[config.mk]
export PLATFORM = sky130hd
export DESIGN_NAME = triggered_trigger_receiver
export DESIGN_NICKNAME = d
export VERILOG_FILES = /design/src/rtl/triggered_readout_pkg.sv /design/src/rtl/trigger_rx_fifo.sv /design/src/rtl/triggered_trigger_receiver.sv
export SDC_FILE = /design/constraint.sdc
export NUM_CORES = 1
export LEC_CHECK = 0
export CAP_MARGIN = 20
export CORE_ASPECT_RATIO = 0.9
export CORE_UTILIZATION = 36
export CTS_BUF_LIST = sky130_fd_sc_hd__clkbuf_8
export CTS_CLUSTER_SIZE = 20
export DETAILED_ROUTE_END_ITERATION = 12
export GPL_TIMING_DRIVEN = 0
export PLACE_DENSITY = 0.5
export SYNTH_ARGS = -nofsm -noshare
export SYNTH_HDL_FRONTEND = slang
export SYNTH_SLANG_ARGS = --single-unit
[constraint.sdc]
create_clock -name clock -period 5.35 [get_ports clock]
set_input_delay 1.605 -clock clock [delete_from_list [all_inputs] [get_ports clock]]
set_output_delay 1.605 -clock clock [all_outputs]
set_load 0.01 [all_outputs]
[src/rtl/triggered_readout_pkg.sv]
`default_nettype none
// ============================================================================
// Module   : triggered_readout_pkg
// Brief    : Shared FSM encoding and trigger-record layout for the readout path
// Revision : 1.0
// ============================================================================
package triggered_readout_pkg;

    localparam int REC_WIDTH = 32;
    localparam int WIDTH_LSB = 16;
    localparam int SEQ_LSB   = 10;
    localparam int TS_WIDTH  = 10;
    localparam int SEQ_WIDTH = 6;
    localparam int CNT_WIDTH = 16;

    localparam logic [1:0] ST_ARM     = 2'd0;
    localparam logic [1:0] ST_IDLE    = 2'd1;
    localparam logic [1:0] ST_MEASURE = 2'd2;

    function automatic logic [REC_WIDTH-1:0] pack_record(
        input logic [CNT_WIDTH-1:0] width,
        input logic [SEQ_WIDTH-1:0] seq,
        input logic [TS_WIDTH-1:0]  ts
    );
        logic [REC_WIDTH-1:0] rec;
        rec                          = '0;
        rec[TS_WIDTH-1:0]            = ts;
        rec[SEQ_LSB +: SEQ_WIDTH]    = seq;
        rec[WIDTH_LSB +: CNT_WIDTH]  = width;
        return rec;
    endfunction

endpackage
`default_nettype wire

[src/rtl/trigger_rx_fifo.sv]
`default_nettype none
// ============================================================================
// Module   : trigger_rx_fifo
// Brief    : Synchronous first-word-fall-through FIFO; push accepted on full
//            when a pop happens in the same cycle
// Revision : 1.0
// ============================================================================
module trigger_rx_fifo #(
    parameter int DATA_WIDTH = 32,
    parameter int DEPTH      = 8
) (
    input  logic                  clock,
    input  logic                  reset,
    input  logic                  push,
    input  logic [DATA_WIDTH-1:0] push_data,
    input  logic                  pop,
    output logic [DATA_WIDTH-1:0] pop_data,
    output logic                  full,
    output logic                  empty
);

    localparam int                  c_addr_w     = $clog2(DEPTH);
    localparam logic [c_addr_w:0]   c_full_count = (c_addr_w + 1)'(DEPTH);

    logic [DATA_WIDTH-1:0] r_mem [DEPTH];
    logic [c_addr_w-1:0]   r_wr_ptr;
    logic [c_addr_w-1:0]   r_rd_ptr;
    logic [c_addr_w:0]     r_count;
    logic                  w_do_pop;
    logic                  w_do_push;

    assign empty     = (r_count == '0);
    assign full      = (r_count == c_full_count);
    assign w_do_pop  = pop && !empty;
    assign w_do_push = push && (!full || w_do_pop);
    // Head is forced to zero while empty so the output is defined after reset.
    assign pop_data  = empty ? '0 : r_mem[r_rd_ptr];

    always_ff @(posedge clock or negedge reset) begin
        if (!reset) begin
            r_wr_ptr <= '0;
            r_rd_ptr <= '0;
            r_count  <= '0;
        end else begin
            if (w_do_push) r_wr_ptr <= r_wr_ptr + c_addr_w'(1);
            if (w_do_pop)  r_rd_ptr <= r_rd_ptr + c_addr_w'(1);
            case ({w_do_push, w_do_pop})
                2'b10:   r_count <= r_count + (c_addr_w + 1)'(1);
                2'b01:   r_count <= r_count - (c_addr_w + 1)'(1);
                default: r_count <= r_count;
            endcase
        end
    end

    always_ff @(posedge clock) begin
        if (w_do_push) r_mem[r_wr_ptr] <= push_data;
    end

endmodule
`default_nettype wire

[src/rtl/triggered_trigger_receiver.sv]
`default_nettype none
// ============================================================================
// Module   : triggered_trigger_receiver
// Brief    : Synchronizes the trigger line, qualifies pulse length and queues
//            timestamped trigger records for the readout packer
// Revision : 1.0
// ============================================================================
module triggered_trigger_receiver
    import triggered_readout_pkg::*;
#(
    parameter int FIFO_DEPTH = 8
) (
    input  logic                 clock,
    input  logic                 reset,
    input  logic                 triggerin,
    input  logic [TS_WIDTH-1:0]  timestamp,
    input  logic                 enable,
    input  logic [7:0]           minlength,
    input  logic                 clear_counter,
    output logic [REC_WIDTH-1:0] rec_data,
    output logic                 rec_valid,
    input  logic                 rec_ready,
    output logic [CNT_WIDTH-1:0] triggercount,
    output logic                 overflow,
    output logic                 busy
);

    logic                 r_sync1;
    logic                 r_sync2;
    logic                 r_trig_d;
    logic                 r_enable_d;
    logic [1:0]           r_state;
    logic [CNT_WIDTH-1:0] r_width;
    logic [TS_WIDTH-1:0]  r_ts;
    logic [CNT_WIDTH-1:0] r_count;
    logic                 r_overflow;

    logic                 w_trig_s;
    logic                 w_rise;
    logic                 w_fall;
    logic                 w_enable_rise;
    logic [CNT_WIDTH-1:0] w_min_width;
    logic                 w_commit;
    logic                 w_drop;
    logic [SEQ_WIDTH-1:0] w_seq;
    logic [REC_WIDTH-1:0] w_record;
    logic                 w_full;
    logic                 w_empty;

    assign w_trig_s      = r_sync2;
    assign w_rise        = w_trig_s && !r_trig_d;
    assign w_fall        = !w_trig_s && r_trig_d;
    assign w_enable_rise = enable && !r_enable_d;
    assign w_min_width   = {4'b0000, minlength, 4'b0000};
    assign w_commit      = (r_state == ST_MEASURE) && !w_enable_rise && w_fall
                           && (r_width >= w_min_width);
    // Full implies non-empty, so rec_ready alone means a pop this cycle.
    assign w_drop        = w_commit && w_full && !rec_ready;
    assign w_seq         = clear_counter ? '0 : r_count[SEQ_WIDTH-1:0];
    assign w_record      = pack_record(r_width, w_seq, r_ts);

    assign rec_valid     = !w_empty;
    assign triggercount  = r_count;
    assign overflow      = r_overflow;
    assign busy          = (r_state != ST_IDLE);

    // Synchronizer resets high so a line already high at release is seen as
    // high, keeping ARM waiting instead of reporting a false rising edge.
    always_ff @(posedge clock or negedge reset) begin
        if (!reset) begin
            r_sync1    <= 1'b1;
            r_sync2    <= 1'b1;
            r_trig_d   <= 1'b1;
            r_enable_d <= 1'b0;
        end else begin
            r_sync1    <= triggerin;
            r_sync2    <= r_sync1;
            r_trig_d   <= w_trig_s;
            r_enable_d <= enable;
        end
    end

    always_ff @(posedge clock or negedge reset) begin
        if (!reset) begin
            r_state <= ST_ARM;
            r_width <= '0;
            r_ts    <= '0;
        end else if (w_enable_rise) begin
            r_state <= ST_ARM;
        end else begin
            case (r_state)
                ST_ARM: begin
                    if (!w_trig_s) r_state <= ST_IDLE;
                end
                ST_IDLE: begin
                    if (w_rise && enable) begin
                        r_ts    <= timestamp;
                        r_width <= 16'd1;
                        r_state <= ST_MEASURE;
                    end
                end
                ST_MEASURE: begin
                    if (w_trig_s) begin
                        if (r_width != 16'hFFFF) r_width <= r_width + 16'd1;
                    end else begin
                        r_state <= ST_IDLE;
                    end
                end
                default: r_state <= ST_ARM;
            endcase
        end
    end

    always_ff @(posedge clock or negedge reset) begin
        if (!reset) begin
            r_count    <= '0;
            r_overflow <= 1'b0;
        end else if (clear_counter) begin
            r_count    <= '0;
            r_overflow <= 1'b0;
        end else begin
            if (w_commit) r_count    <= r_count + 16'd1;
            if (w_drop)   r_overflow <= 1'b1;
        end
    end

    trigger_rx_fifo #(
        .DATA_WIDTH (REC_WIDTH),
        .DEPTH      (FIFO_DEPTH)
    ) u_fifo (
        .clock      (clock),
        .reset      (reset),
        .push       (w_commit),
        .push_data  (w_record),
        .pop        (rec_ready),
        .pop_data   (rec_data),
        .full       (w_full),
        .empty      (w_empty)
    );

endmodule
`default_nettype wire
==> results of run 1 <==
## Yosys cell counts (8+ instances only)
cell / number
sky130_fd_sc_hd__nand3_1: 17
sky130_fd_sc_hd__ha_1: 15
sky130_fd_sc_hd__xnor2_1: 15
sky130_fd_sc_hd__xor2_1: 13
sky130_fd_sc_hd__a21oi_1: 13
sky130_fd_sc_hd__nand2_1: 25
sky130_fd_sc_hd__mux2i_1: 34
sky130_fd_sc_hd__clkbuf_1: 16
sky130_fd_sc_hd__nor3_1: 8
sky130_fd_sc_hd__mux4_2: 64
sky130_fd_sc_hd__nor2b_1: 8
sky130_fd_sc_hd__inv_1: 22
sky130_fd_sc_hd__mux2_2: 14
sky130_fd_sc_hd__edfxtp_1: 256
sky130_fd_sc_hd__a211oi_1: 11
sky130_fd_sc_hd__nor2_1: 72
sky130_fd_sc_hd__dfrtp_1: 56
sky130_fd_sc_hd__buf_2: 9
## critical path: stages, from the launching register on
cell and delay [ns]:
sky130_fd_sc_hd__dfrtp_1 0.37, sky130_fd_sc_hd__clkbuf_1 0.50, sky130_fd_sc_hd__buf_1 0.68, sky130_fd_sc_hd__mux4_2 0.41, sky130_fd_sc_hd__mux2i_1 0.31, sky130_fd_sc_hd__nor2_1 0.08, sky130_fd_sc_hd__clkdlybuf4s50_1 0.49
## repair_timing
action / in CTS / in global routing
endpoints found under the hold margin: 0 / 0
gates resized for setup: 1 / 0
hold buffers: 0 / 0
setup endpoints to repair: 2 / 0
## worst max path at each step
stage                     endpoint  slack [ns]
6_report              rec_data[21]        0.34
3_3_place_gp    u_fifo.r_mem[5][2]       -2.00
2_1_floorplan   u_fifo.r_mem[7][0]        0.58
4_1_cts               rec_data[21]        0.24
3_5_place_dp   u_fifo.r_mem[5][26]       -0.02
5_1_grt               rec_data[16]        0.14
## area by class of cell
type	count	area (um2)
Buffer	33	142.6
Clock buffer	54	743.2
Clock inverter	40	163.9
Fill cell	3160	19790
Inverter	22	82.58
Multi-Input combinational cell	374	3659
Sequential cell	315	9168
Tap cell	469	586.8
Timing Repair Buffer	83	965.9
## logic make-up (layout without fill, tap and decap cells)
logic type	after synthesis	after routing
flops	315	315
simple gates	163	163
mux	113	113
buf+inv	55	232
compound gates	54	54
xor+xnor	28	28
fa+ha+maj	16	16
## layer usage
| metal | GRT usage, % | up-vias | share of wire (%) |
|---|---|---|---|
| li1 | - | 3190 | - |
| met1 | 21.33 | 3605 | 44 |
| met2 | 27.07 | 164 | 49 |
| met3 | 3.357 | 47 | 4.7 |
| met4 | 4.782 | 0 | 1.9 |
| met5 | 0 | - | 0 |
## power groups by stage
stage               Combinational, W  Sequential (W)  Clock, W
floorplan                    0.00125         0.00289         0
global route                 0.00217         0.00290   0.00202
CTS                          0.00206         0.00288   0.00190
global placement             0.00203         0.00292         0
finish                       0.00200         0.00289   0.00185
detailed placement           0.00205         0.00293         0
## state kept, by name, indices dropped and copies added, names as in the netlist, 2 cells and up
name	flops
u_fifo.r_count	4
u_fifo.r_wr_ptr	3
r_width	16
u_fifo.r_mem	256
r_ts	10
triggercount	16
u_fifo.r_rd_ptr	3
r_state	2
## stage by stage
step                cells  setup TNS (ns)  instance area, um2
floorplan             744               0               12990
global placement     1286         -456.76               14310
detailed placement   1296         -0.3169               14600
CTS                  1390               0               15510
global route         1390               0               15510
finish               1390               0               15510
==> results_tabular.tex, run 1 <==
\begin{tabular}{lr}
\hline
Metric & Value \\
\hline
\multicolumn{2}{l}{\textbf{Drt}} \\
TritonRoute pass-1 iters & 4 \\
DRT antenna net count & 0 \\
Per-cell routed wire length & between 20 and 25 um \\
Routed Wire Length & approximately 29,000 um \\
Initial DRC count & 331 \\
DRC Markers & 0 \\
Total number of vias & approximately 7,000 \\
Via-to-Cell Ratio & $\sim$5.0 \\
\multicolumn{2}{l}{\textbf{STA}} \\
\# setup viols final & 0 \\
Worst-case clock skew & 0.01585 ns \\
Post-route setup slack & 0.3448 ns \\
Final period demand of the worst path & 5.005 ns \\
Worst Hold Margin & approximately 0.36 ns \\
Transition time of the tightest slew-check pin & 1.032 ns \\
Maximum achievable frequency & 199.8 MHz \\
Share of the clock period used by the worst path & between 90 and 100\% \\
Setup repair after global routing missed its margin & false \\
Worst max-slew margin expressed relative to the limit & 31.18\% \\
Count of pins over their slew limit & 0 \\
Number of failing hold endpoints at the final stage & 0 \\
\multicolumn{2}{l}{\textbf{Critical path}} \\
Critical path class & register to output pin \\
Setup crit start kind & register \\
Worst reg2reg endpoint & u\_fifo.r\_count[3] \\
Flop-to-flop setup slack & 1.41 ns \\
Reg-to-Reg Start & r\_width[8] \\
CP max FO & 10 \\
Arrival time of the worst setup path & 3.40 ns \\
Worst EP required & 3.74 ns \\
Depth of the worst register-to-register path & 14 \\
Start point of the critical path & u\_fifo.r\_rd\_ptr[1] \\
Critical Path End Type & output pin \\
\multicolumn{2}{l}{\textbf{Final layout}} \\
Synthesis-to-finish area growth & 19.49\% \\
Share of post-route cells with drive strength above 1 & 20.09\% \\
Total inserted antenna cells & 0 \\
Share of the core filled with cells in the final layout & 43.95\% \\
Most used cells in the layout excluding fill and tap cells & 256 x sky130\_fd\_sc\_hd\_\_edfxtp\_1, 72 x sky130\_fd\_sc\_hd\_\_clkdlybuf4s50\_1, 65 x sky130\_fd\_sc\_hd\_\_nor2\_1 \\
Most frequent standard cell in the layout excluding fill and tap cells & sky130\_fd\_sc\_hd\_\_edfxtp\_1 \\
Layout net count & a little over 900 \\
\multicolumn{2}{l}{\textbf{Synth}} \\
Library cell occupying the most area in the post-synthesis netlist & sky130\_fd\_sc\_hd\_\_edfxtp\_1 \\
Sequential fraction of the synthesis area & 70.62\% \\
Complex-gate fraction of the synthesized area & 2.998\% \\
Number of flops mapped to enable cells by yosys & about 260 \\
Synthesis warning total & 0 \\
Primary FF master, synth & sky130\_fd\_sc\_hd\_\_edfxtp\_1 \\
Netlist area before placement & between 10,000 and 15,000 um2 \\
Adder-cell share of the synthesized area & 1.600\% \\
Syn nets & 784 \\
Share of the synthesized area in the top cell type & 59.22\% \\
Synth unique cells & 55 \\
Mux cell area share after synthesis & roughly 15\% \\
Number of synthesized register bits & 315 \\
Top area cells in the synthesized netlist & sky130\_fd\_sc\_hd\_\_edfxtp\_1 59\%, sky130\_fd\_sc\_hd\_\_mux4\_2 11\%, sky130\_fd\_sc\_hd\_\_dfrtp\_1 11\% \\
Area fraction in and, or, nand and nor cells after synthesis & under 10\% \\
Dominant combinational cell family by area after synthesis & multiplexers \\
Async SR Flop Fraction & 18.73\% \\
Share of the synthesized netlist area taken by xor and xnor gates & 1.889\% \\
Post-Synthesis Mean Instance Area & $\sim$17 um2 \\
Count of mapped cells out of synthesis & about 740 \\
\multicolumn{2}{l}{\textbf{Run status}} \\
Result of the run & completed \\
\multicolumn{2}{l}{\textbf{Clocking}} \\
Worst skew pair latency & 0.57 ns \\
H-Tree Depth & 2 \\
Clock input transition at the sequential cells of the worst setup and hold paths & around 0.060 ns \\
Clock tree root buffer cell & sky130\_fd\_sc\_hd\_\_clkbuf\_8 \\
TritonCTS clock tree & built \\
Cts bufs inserted & 52 \\
Maximum clock insertion buffer count & 3 \\
CTS Sinks & 315 \\
Setup Buffers After CTS & 0 \\
\multicolumn{2}{l}{\textbf{Pwr}} \\
Sequential share of power & 42.9\% \\
Internal Dissipation & 0.004747 W \\
Combinational power share & 29.7\% \\
Total power of the final layout & 0.006729 W \\
Net switching component of the power & $\sim$0.002 W \\
IR Drop Worst-Case VDD & 0.1837 mV \\
Pwr per Cell Area & 433.8 nW/um2 \\
Static Leakage & 5.382 nW \\
Clock share of power & 27.4\% \\
Switching portion of total power & 29.45\% \\
\multicolumn{2}{l}{\textbf{Min path}} \\
End of the worst hold path & r\_sync2 \\
Hold path startpoint & r\_sync1 \\
Path class of the lowest-slack min-delay path & register to register \\
WHS Path Cells & 0 \\
\multicolumn{2}{l}{\textbf{Floorplanning}} \\
Top-level I/O count & 75 \\
Number of placement rows & 65 \\
Vert. Die Dim & $\sim$180 um \\
Die outline area & 36,820 um2 \\
Horizontal extent of the die & a little over 200 um \\
Initial core utilization & $\sim$37\% \\
Core region area & 35,300 um2 \\
\multicolumn{2}{l}{\textbf{GRT}} \\
Aggregate global-route resource usage & 16.19\% \\
Pin count of the biggest net entering global routing & 60 \\
Via count of the first global-routing pass & roughly 7,600 \\
First-pass GRT wire length & approximately 45,000 um \\
Total congestion overflow after global routing & 0 \\
Antenna violations before repair & 0 \\
\multicolumn{2}{l}{\textbf{Place}} \\
Number of buffer cells added on primary ports & 73 \\
Final HPWL DP & 18,430 um \\
Post-Place Setup Slack & -0.01935 ns \\
Final weighted congestion in routability-driven placement & 0.7585 \\
\multicolumn{2}{l}{\textbf{Flow run}} \\
Max-Cap Viols & 0 \\
\hline
\end{tabular}
Power figures use the tool's default switching activity.
==> inputs of run 2 (changes only) <==
--- a/config.mk
+++ b/config.mk
@@ -11,8 +11,9 @@
 export CTS_BUF_LIST = sky130_fd_sc_hd__clkbuf_8
 export CTS_CLUSTER_SIZE = 20
 export DETAILED_ROUTE_END_ITERATION = 12
+export DONT_BUFFER_PORTS = 1
 export GPL_TIMING_DRIVEN = 0
-export PLACE_DENSITY = 0.5
+export PLACE_DENSITY = 0.47
 export SYNTH_ARGS = -nofsm -noshare
 export SYNTH_HDL_FRONTEND = slang
 export SYNTH_SLANG_ARGS = --single-unit
==> run 2 against run 1 <==
Non-clock buffer count shrank 71. Maximum frequency grew 11%. Wire length grew 2.0%. Global-route usage grew 0.26 points. Final area shrank 4.1%. Die area is the same. Power shrank 3.2%. Via count shrank 2.7%. First-iteration DRC count grew 23%. Critical endpoint unchanged. Highest routed layer unchanged.
==> results_tabular.tex, run 2 (synthesis results as in run 1) <==
\begin{tabular}{lr}
\hline
Metric & Value \\
\hline
\multicolumn{2}{l}{\textbf{Run status}} \\
Result of the run & completed \\
\multicolumn{2}{l}{\textbf{GRT}} \\
Total congestion overflow after global routing & 0 \\
First-pass GRT wire length & roughly 45,000 um \\
Antenna violations before repair & 0 \\
Via count of the first global-routing pass & 7,306 \\
Pin count of the biggest net entering global routing & 60 \\
Top Usage Layer GRT & met2 \\
Aggregate global-route resource usage & 16.45\% \\
Met2 Track Usage GR & 27.48\% \\
Met1 usage in global routing & between 20\% and 30\% \\
GR met3 Demand/Resource & 3.893\% \\
\multicolumn{2}{l}{\textbf{STA}} \\
Number of failing hold endpoints at the final stage & 0 \\
Count of pins over their slew limit & 0 \\
Maximum achievable frequency & 220.9 MHz \\
Share of the clock period used by the worst path & 84.61\% \\
Post-Route Setup TNS & 0 ns \\
Setup repair after global routing missed its margin & false \\
Transition time of the tightest slew-check pin & 0.9521 ns \\
\# setup viols final & 0 \\
Worst max-slew margin expressed relative to the limit & 36.53\% \\
Final period demand of the worst path & 4.527 ns \\
Worst-case clock skew & 0.01456 ns \\
\multicolumn{2}{l}{\textbf{Critical path}} \\
Reg-to-Reg Start & r\_width[8] \\
Worst EP required & between 3 and 4 ns \\
Worst reg2reg endpoint & u\_fifo.r\_count[3] \\
Slowest cell on crit path & sky130\_fd\_sc\_hd\_\_clkbuf\_1 \\
Critical Path End Type & output pin \\
CP dominant cell by count & sky130\_fd\_sc\_hd\_\_clkbuf\_1 \\
Critical path class & register to output pin \\
Setup crit start kind & register \\
Crit path buffers/inverters & 2 \\
Critical path cell sequence & clkbuf\_1, clkbuf\_1, mux4\_2, mux2i\_1, nor2\_1 \\
Dominant delay contributor by cell family on the critical path & buffers and inverters \\
Depth of the worst register-to-register path & 14 \\
CP max FO & 10 \\
Largest stage delay, worst path & 0.66 ns \\
Arrival time of the worst setup path & 2.92 ns \\
Flop-to-flop setup slack & roughly 1.4 ns \\
\multicolumn{2}{l}{\textbf{Place}} \\
Final weighted congestion in routability-driven placement & 0.7859 \\
Post-detailed-placement cell area & 13,870 um2 \\
Final HPWL DP & approximately 19,000 um \\
Number of buffer cells added on primary ports & 0 \\
\multicolumn{2}{l}{\textbf{Final layout}} \\
Most used cells in the layout excluding fill and tap cells & 256 x sky130\_fd\_sc\_hd\_\_edfxtp\_1, 66 x sky130\_fd\_sc\_hd\_\_nor2\_1, 64 x sky130\_fd\_sc\_hd\_\_mux4\_2 \\
Layout Cell Area excl Fill & 14,880 um2 \\
Synthesis-to-finish area growth & 14.61\% \\
Layout net count & 850 \\
Share of post-route cells with drive strength above 1 & 22.07\% \\
Max reg flops & 256 \\
Total inserted antenna cells & 0 \\
Most flop-heavy register & u\_fifo.r\_mem \\
Most frequent standard cell in the layout excluding fill and tap cells & sky130\_fd\_sc\_hd\_\_edfxtp\_1 \\
\multicolumn{2}{l}{\textbf{Pwr}} \\
IR Drop Worst-Case VDD & 0.1819 mV \\
Static Leakage & approximately 5.2 nW \\
Pwr per Cell Area & 438.0 nW/um2 \\
Total power of the final layout & 0.006517 W \\
\multicolumn{2}{l}{\textbf{Clocking}} \\
Hold-fix buffer count after cts & 0 \\
H-Tree Depth & 2 \\
CTS Sinks & around 320 \\
Setup Buffers After CTS & 0 \\
Post-cts resize count & 0 \\
Worst skew pair latency & roughly 0.60 ns \\
Clock tree root buffer cell & sky130\_fd\_sc\_hd\_\_clkbuf\_8 \\
Cts bufs inserted & 52 \\
TritonCTS clock tree & built \\
Clock input transition at the sequential cells of the worst setup and hold paths & 0.06 ns \\
Maximum clock insertion buffer count & 3 \\
\multicolumn{2}{l}{\textbf{Drt}} \\
TritonRoute pass-1 iters & 5 \\
Initial DRC count & just over 400 \\
Routed Wire Length & just under 30,000 um \\
Total number of vias & 6,817 \\
DRC Markers & 0 \\
Via-to-Cell Ratio & 5.160 \\
Per-cell routed wire length & approximately 22 um \\
DRT antenna net count & 0 \\
\multicolumn{2}{l}{\textbf{Floorplanning}} \\
Number of placement rows & 65 \\
Initial core utilization & 36.78\% \\
Horizontal extent of the die & 202.2 um \\
Core region area & 35,300 um2 \\
Top-level I/O count & 75 \\
Die outline area & 36,820 um2 \\
Vert. Die Dim & 182.1 um \\
\multicolumn{2}{l}{\textbf{Min path}} \\
End of the worst hold path & r\_sync2 \\
Hold path startpoint & r\_sync1 \\
Path class of the lowest-slack min-delay path & register to register \\
WHS Path Cells & 0 \\
\multicolumn{2}{l}{\textbf{Flow run}} \\
Max-Cap Viols & 0 \\
\hline
\end{tabular}
==> run 2: changes by cell type in the layout (fill, tap and decap cells not counted), moves of 2 or more <==
cell and change:
sky130_fd_sc_hd__buf_8 +2, sky130_fd_sc_hd__buf_16 -2, sky130_fd_sc_hd__bufinv_16 +2, sky130_fd_sc_hd__clkdlybuf4s50_1 -72
sky130_fd_sc_hd__clkinv_1 -4, sky130_fd_sc_hd__clkbuf_8 +2, sky130_fd_sc_hd__clkinv_2 -4, sky130_fd_sc_hd__inv_1 +3
==> run 2: per-layer routing <==
metal | routed length (um) | share of wire [%]
met1 | 12980 | 44
met2 | 14480 | 49
met3 | 1456 | 4.9
met4 | 576 | 2.0
met5 | 0 | 0
==> run 2: worst register-to-register path, stage by stage, from the launching register on <==
cell                        delay (ns)
sky130_fd_sc_hd__dfrtp_1          0.66
sky130_fd_sc_hd__ha_1             0.34
sky130_fd_sc_hd__nand4_1          0.17
sky130_fd_sc_hd__nor2_1           0.07
sky130_fd_sc_hd__a21oi_1          0.49
sky130_fd_sc_hd__a21o_2           0.32
sky130_fd_sc_hd__buf_4            0.22
sky130_fd_sc_hd__nand2_1          0.11
sky130_fd_sc_hd__inv_1            0.12
sky130_fd_sc_hd__ha_1             0.24
sky130_fd_sc_hd__a21o_1           0.18
sky130_fd_sc_hd__a21oi_1          0.30
sky130_fd_sc_hd__a2111oi_0        0.17
sky130_fd_sc_hd__a311o_1          0.37
sky130_fd_sc_hd__o311ai_0         0.09
==> run 2: layout make-up <==
class | count | area (um2)
clock inverters | 40 | 227.7
plain buffers | 33 | 142.6
flip-flops and latches | 315 | 9168
inverters | 22 | 82.58
repair buffers | 12 | 244.0
well taps | 469 | 586.8
clock buffers | 56 | 770.7
fillers | 3168 | 20420
multi-input cells | 374 | 3656
==> run 2: through the flow <==
step                      util, %  worst slack, ns  hold WS (ns)  instances
after global placement      38.47           -1.705        0.3478       1213
after global routing        42.15           0.5591        0.3714       1321
final                       42.15           0.8235        0.3621       1321
after floorplan                 -           0.5827        0.3452        744
after CTS                   42.12           0.5188        0.3670       1320
after detailed placement    39.29           0.3797        0.3530       1224
==> run 2: worst max-delay path by stage <==
stage / end / slack (ns) / start / cells past startpoint
2_1_floorplan: u_fifo.r_mem[7][0] / 0.58 / minlength[5] / 9
3_3_place_gp: u_fifo.r_mem[5][1] / -1.71 / minlength[5] / 9
3_5_place_dp: u_fifo.r_mem[7][1] / 0.38 / minlength[5] / 10
4_1_cts: rec_data[16] / 0.52 / u_fifo.r_count[1] / 4
5_1_grt: rec_data[21] / 0.56 / u_fifo.r_rd_ptr[1] / 5
6_report: rec_data[21] / 0.82 / u_fifo.r_rd_ptr[1] / 5
==> run 2: power by group <==
group	total (W)	internal, W	switching, W
clock network	0.00202	0.00107	0.000954
registers	0.00289	0.00277	0.000117
logic	0.00161	0.000705	0.000906
total	0.00652	0.00454	0.00198
==> inputs of run 3 (changes only) <==
==> constraint.sdc (replaced) <==
create_clock -name clock -period 4.3 [get_ports clock]
set_input_delay 1.29 -clock clock [delete_from_list [all_inputs] [get_ports clock]]
set_output_delay 1.29 -clock clock [all_outputs]
set_load 0.01 [all_outputs]
==> run 3 against run 2 <==
Die area did not move. Worst setup slack got worse by 0.62 ns. Critical path depth fell by 1. Highest routed layer unchanged. Register-to-register slack got worse by 1.1 ns.
==> results_tabular.tex, run 3 (synthesis results as in run 1) <==
\begin{tabular}{lr}
\hline
Metric & Value \\
\hline
\multicolumn{2}{l}{\textbf{Run status}} \\
Result of the run & completed \\
\multicolumn{2}{l}{\textbf{Min path}} \\
End of the worst hold path & r\_sync2 \\
Path class of the lowest-slack min-delay path & register to register \\
Hold path startpoint & r\_sync1 \\
WHS Path Cells & 0 \\
\multicolumn{2}{l}{\textbf{Place}} \\
Final HPWL DP & 18,710 um \\
Placed cell count & 1,224 \\
Final weighted congestion in routability-driven placement & 0.7859 \\
Number of buffer cells added on primary ports & 0 \\
\multicolumn{2}{l}{\textbf{Final layout}} \\
Most flop-heavy register & u\_fifo.r\_mem \\
Synthesis-to-finish area growth & 14.59\% \\
Most used cells in the layout excluding fill and tap cells & 256 x sky130\_fd\_sc\_hd\_\_edfxtp\_1, 65 x sky130\_fd\_sc\_hd\_\_nor2\_1, 64 x sky130\_fd\_sc\_hd\_\_mux4\_2 \\
Most frequent standard cell in the layout excluding fill and tap cells & sky130\_fd\_sc\_hd\_\_edfxtp\_1 \\
Non-filler cells in the finished layout & 1,320 \\
Count of fill cells added during filler insertion & 3,169 \\
Total inserted antenna cells & 0 \\
Layout net count & around 850 \\
Share of post-route cells with drive strength above 1 & a little under a quarter \\
Share of the core filled with cells in the final layout & 42.14\% \\
Max reg flops & 256 \\
\multicolumn{2}{l}{\textbf{Clocking}} \\
TritonCTS clock tree & built \\
CTS Sinks & 315 \\
Clock tree root buffer cell & sky130\_fd\_sc\_hd\_\_clkbuf\_8 \\
Hold-fix buffer count after cts & 0 \\
Cts bufs inserted & 52 \\
Maximum clock insertion buffer count & 3 \\
Clock input transition at the sequential cells of the worst setup and hold paths & roughly 0.060 ns \\
Worst skew pair latency & between 0.5 and 0.6 ns \\
H-Tree Depth & 2 \\
\multicolumn{2}{l}{\textbf{Pwr}} \\
Static Leakage & 5.190 nW \\
Internal Dissipation & 0.005563 W \\
Pwr per Cell Area & 535.6 nW/um2 \\
IR Drop Worst-Case VDD & 0.2157 mV \\
Net switching component of the power & approximately 0.0024 W \\
Clock share of power & around a third \\
Sequential share of power & 45.1\% \\
Combinational power share & 23.4\% \\
Total power of the final layout & 0.007967 W \\
Switching portion of total power & 30.17\% \\
\multicolumn{2}{l}{\textbf{Drt}} \\
Via-to-Cell Ratio & 5.186 \\
Total number of vias & 6,845 \\
DRC Markers & 0 \\
TritonRoute pass-1 iters & 4 \\
DRT antenna net count & 0 \\
Routed Wire Length & 29,540 um \\
Per-cell routed wire length & about 22 um \\
Initial DRC count & 391 \\
\multicolumn{2}{l}{\textbf{GRT}} \\
Met2 Track Usage GR & 27.45\% \\
Pin count of the biggest net entering global routing & 60 \\
Antenna violations before repair & 0 \\
Via count of the first global-routing pass & $\sim$7,300 \\
Top Usage Layer GRT & met2 \\
Met1 usage in global routing & 21.34\% \\
Aggregate global-route resource usage & 16.45\% \\
GR met3 Demand/Resource & under 10\% \\
Total congestion overflow after global routing & 0 \\
First-pass GRT wire length & between 40,000 and 50,000 um \\
\multicolumn{2}{l}{\textbf{STA}} \\
Count of pins over their slew limit & 0 \\
Maximum achievable frequency & 244.3 MHz \\
\# setup viols final & 0 \\
Transition time of the tightest slew-check pin & $\sim$0.96 ns \\
Worst max-slew margin expressed relative to the limit & 36.22\% \\
Final period demand of the worst path & slightly above 4 ns \\
Share of the clock period used by the worst path & a little over nine tenths \\
Setup repair after global routing missed its margin & false \\
Worst-case clock skew & 0.01454 ns \\
Number of failing hold endpoints at the final stage & 0 \\
\multicolumn{2}{l}{\textbf{Critical path}} \\
Critical path cell sequence & or3\_1, nor2\_2, clkbuf\_1, nor2\_1 \\
Setup crit start kind & register \\
CP max FO & 10 \\
Worst EP required & 3.01 ns \\
Critical path class & register to output pin \\
Slowest cell on crit path & sky130\_fd\_sc\_hd\_\_nor2\_2 \\
Depth of the worst register-to-register path & 14 \\
Largest stage delay, worst path & 0.55 ns \\
Arrival time of the worst setup path & between 2 and 3 ns \\
Critical Path End Type & output pin \\
Worst reg2reg endpoint & u\_fifo.r\_count[3] \\
Dominant delay contributor by cell family on the critical path & simple AND/OR/NAND/NOR gates \\
Crit path buffers/inverters & 1 \\
Reg-to-Reg Start & r\_width[8] \\
Flop-to-flop setup slack & 0.26 ns \\
\multicolumn{2}{l}{\textbf{Floorplanning}} \\
Vert. Die Dim & roughly 180 um \\
Top-level I/O count & 75 \\
Initial core utilization & 36.78\% \\
Core region area & around 35,000 um2 \\
Number of placement rows & 65 \\
Die outline area & around 37,000 um2 \\
Horizontal extent of the die & roughly 200 um \\
\multicolumn{2}{l}{\textbf{Flow run}} \\
Max-Cap Viols & 0 \\
\hline
\end{tabular}
-- run 3: power by group through the flow --
stage | clock network [W] | logic (W) | registers, W
finish | 0.00251 | 0.00187 | 0.00359
global route | 0.00273 | 0.00205 | 0.00361
CTS | 0.00259 | 0.00193 | 0.00359
detailed placement | 0 | 0.00192 | 0.00365
global placement | 0 | 0.00189 | 0.00363
floorplan | 0 | 0.00143 | 0.00360
-- run 3: timing repair --
item,CTS,global route
endpoints found under the hold margin,0,0
setup endpoints to repair,23,11
buffers inserted,0,0
pin swaps,0,0
resized for setup,3,5
-- run 3: layer usage --
metal / wire length [um] / up-vias / part of all wire, %
met5: 0 / - / 0
met4: 547 / 0 / 1.9
met3: 1823 / 55 / 6.2
met2: 14430 / 199 / 49
met1: 12730 / 3537 / 43
li1: - / 3054 / -
-- run 3: worst max-delay path by stage --
stage	start	endpoint	slack, ns	depth (start not counted)
2_1_floorplan	minlength[5]	u_fifo.r_mem[7][0]	-0.15	9
3_3_place_gp	minlength[5]	u_fifo.r_mem[5][1]	-2.44	9
3_5_place_dp	minlength[5]	u_fifo.r_mem[7][1]	-0.36	10
4_1_cts	u_fifo.r_rd_ptr[1]	rec_data[22]	0.02	5
5_1_grt	r_width[4]	u_fifo.r_mem[5][19]	0.01	10
6_report	u_fifo.r_count[1]	rec_data[16]	0.21	4
-- run 3: final cells by class --
| class | instances | area, um2 | area share (%) |
|---|---|---|---|
| Buffer | 33 | 148.9 | 1.001 |
| Sequential cell | 315 | 9168 | 61.63 |
| Tap cell | 469 | 586.8 | 3.945 |
| Timing Repair Buffer | 11 | 232.7 | 1.564 |
| Clock inverter | 40 | 227.7 | 1.531 |
| Multi-Input combinational cell | 374 | 3659 | 24.59 |
| Clock buffer | 56 | 770.7 | 5.181 |
| Inverter | 22 | 82.58 | 0.5551 |
-- run 3: metrics by stage --
stage               hold WS, ns  setup slack (ns)  cell area, um2  setup TNS (ns)
detailed placement       0.3530           -0.3553           13870          -24.39
CTS                      0.3407           0.02422           14870               0
global route             0.3394           0.01085           14880               0
finish                   0.3618            0.2059           14880               0
floorplan                0.3452           -0.1523           12990          -31.17
global placement         0.3478            -2.440           13580         -544.17
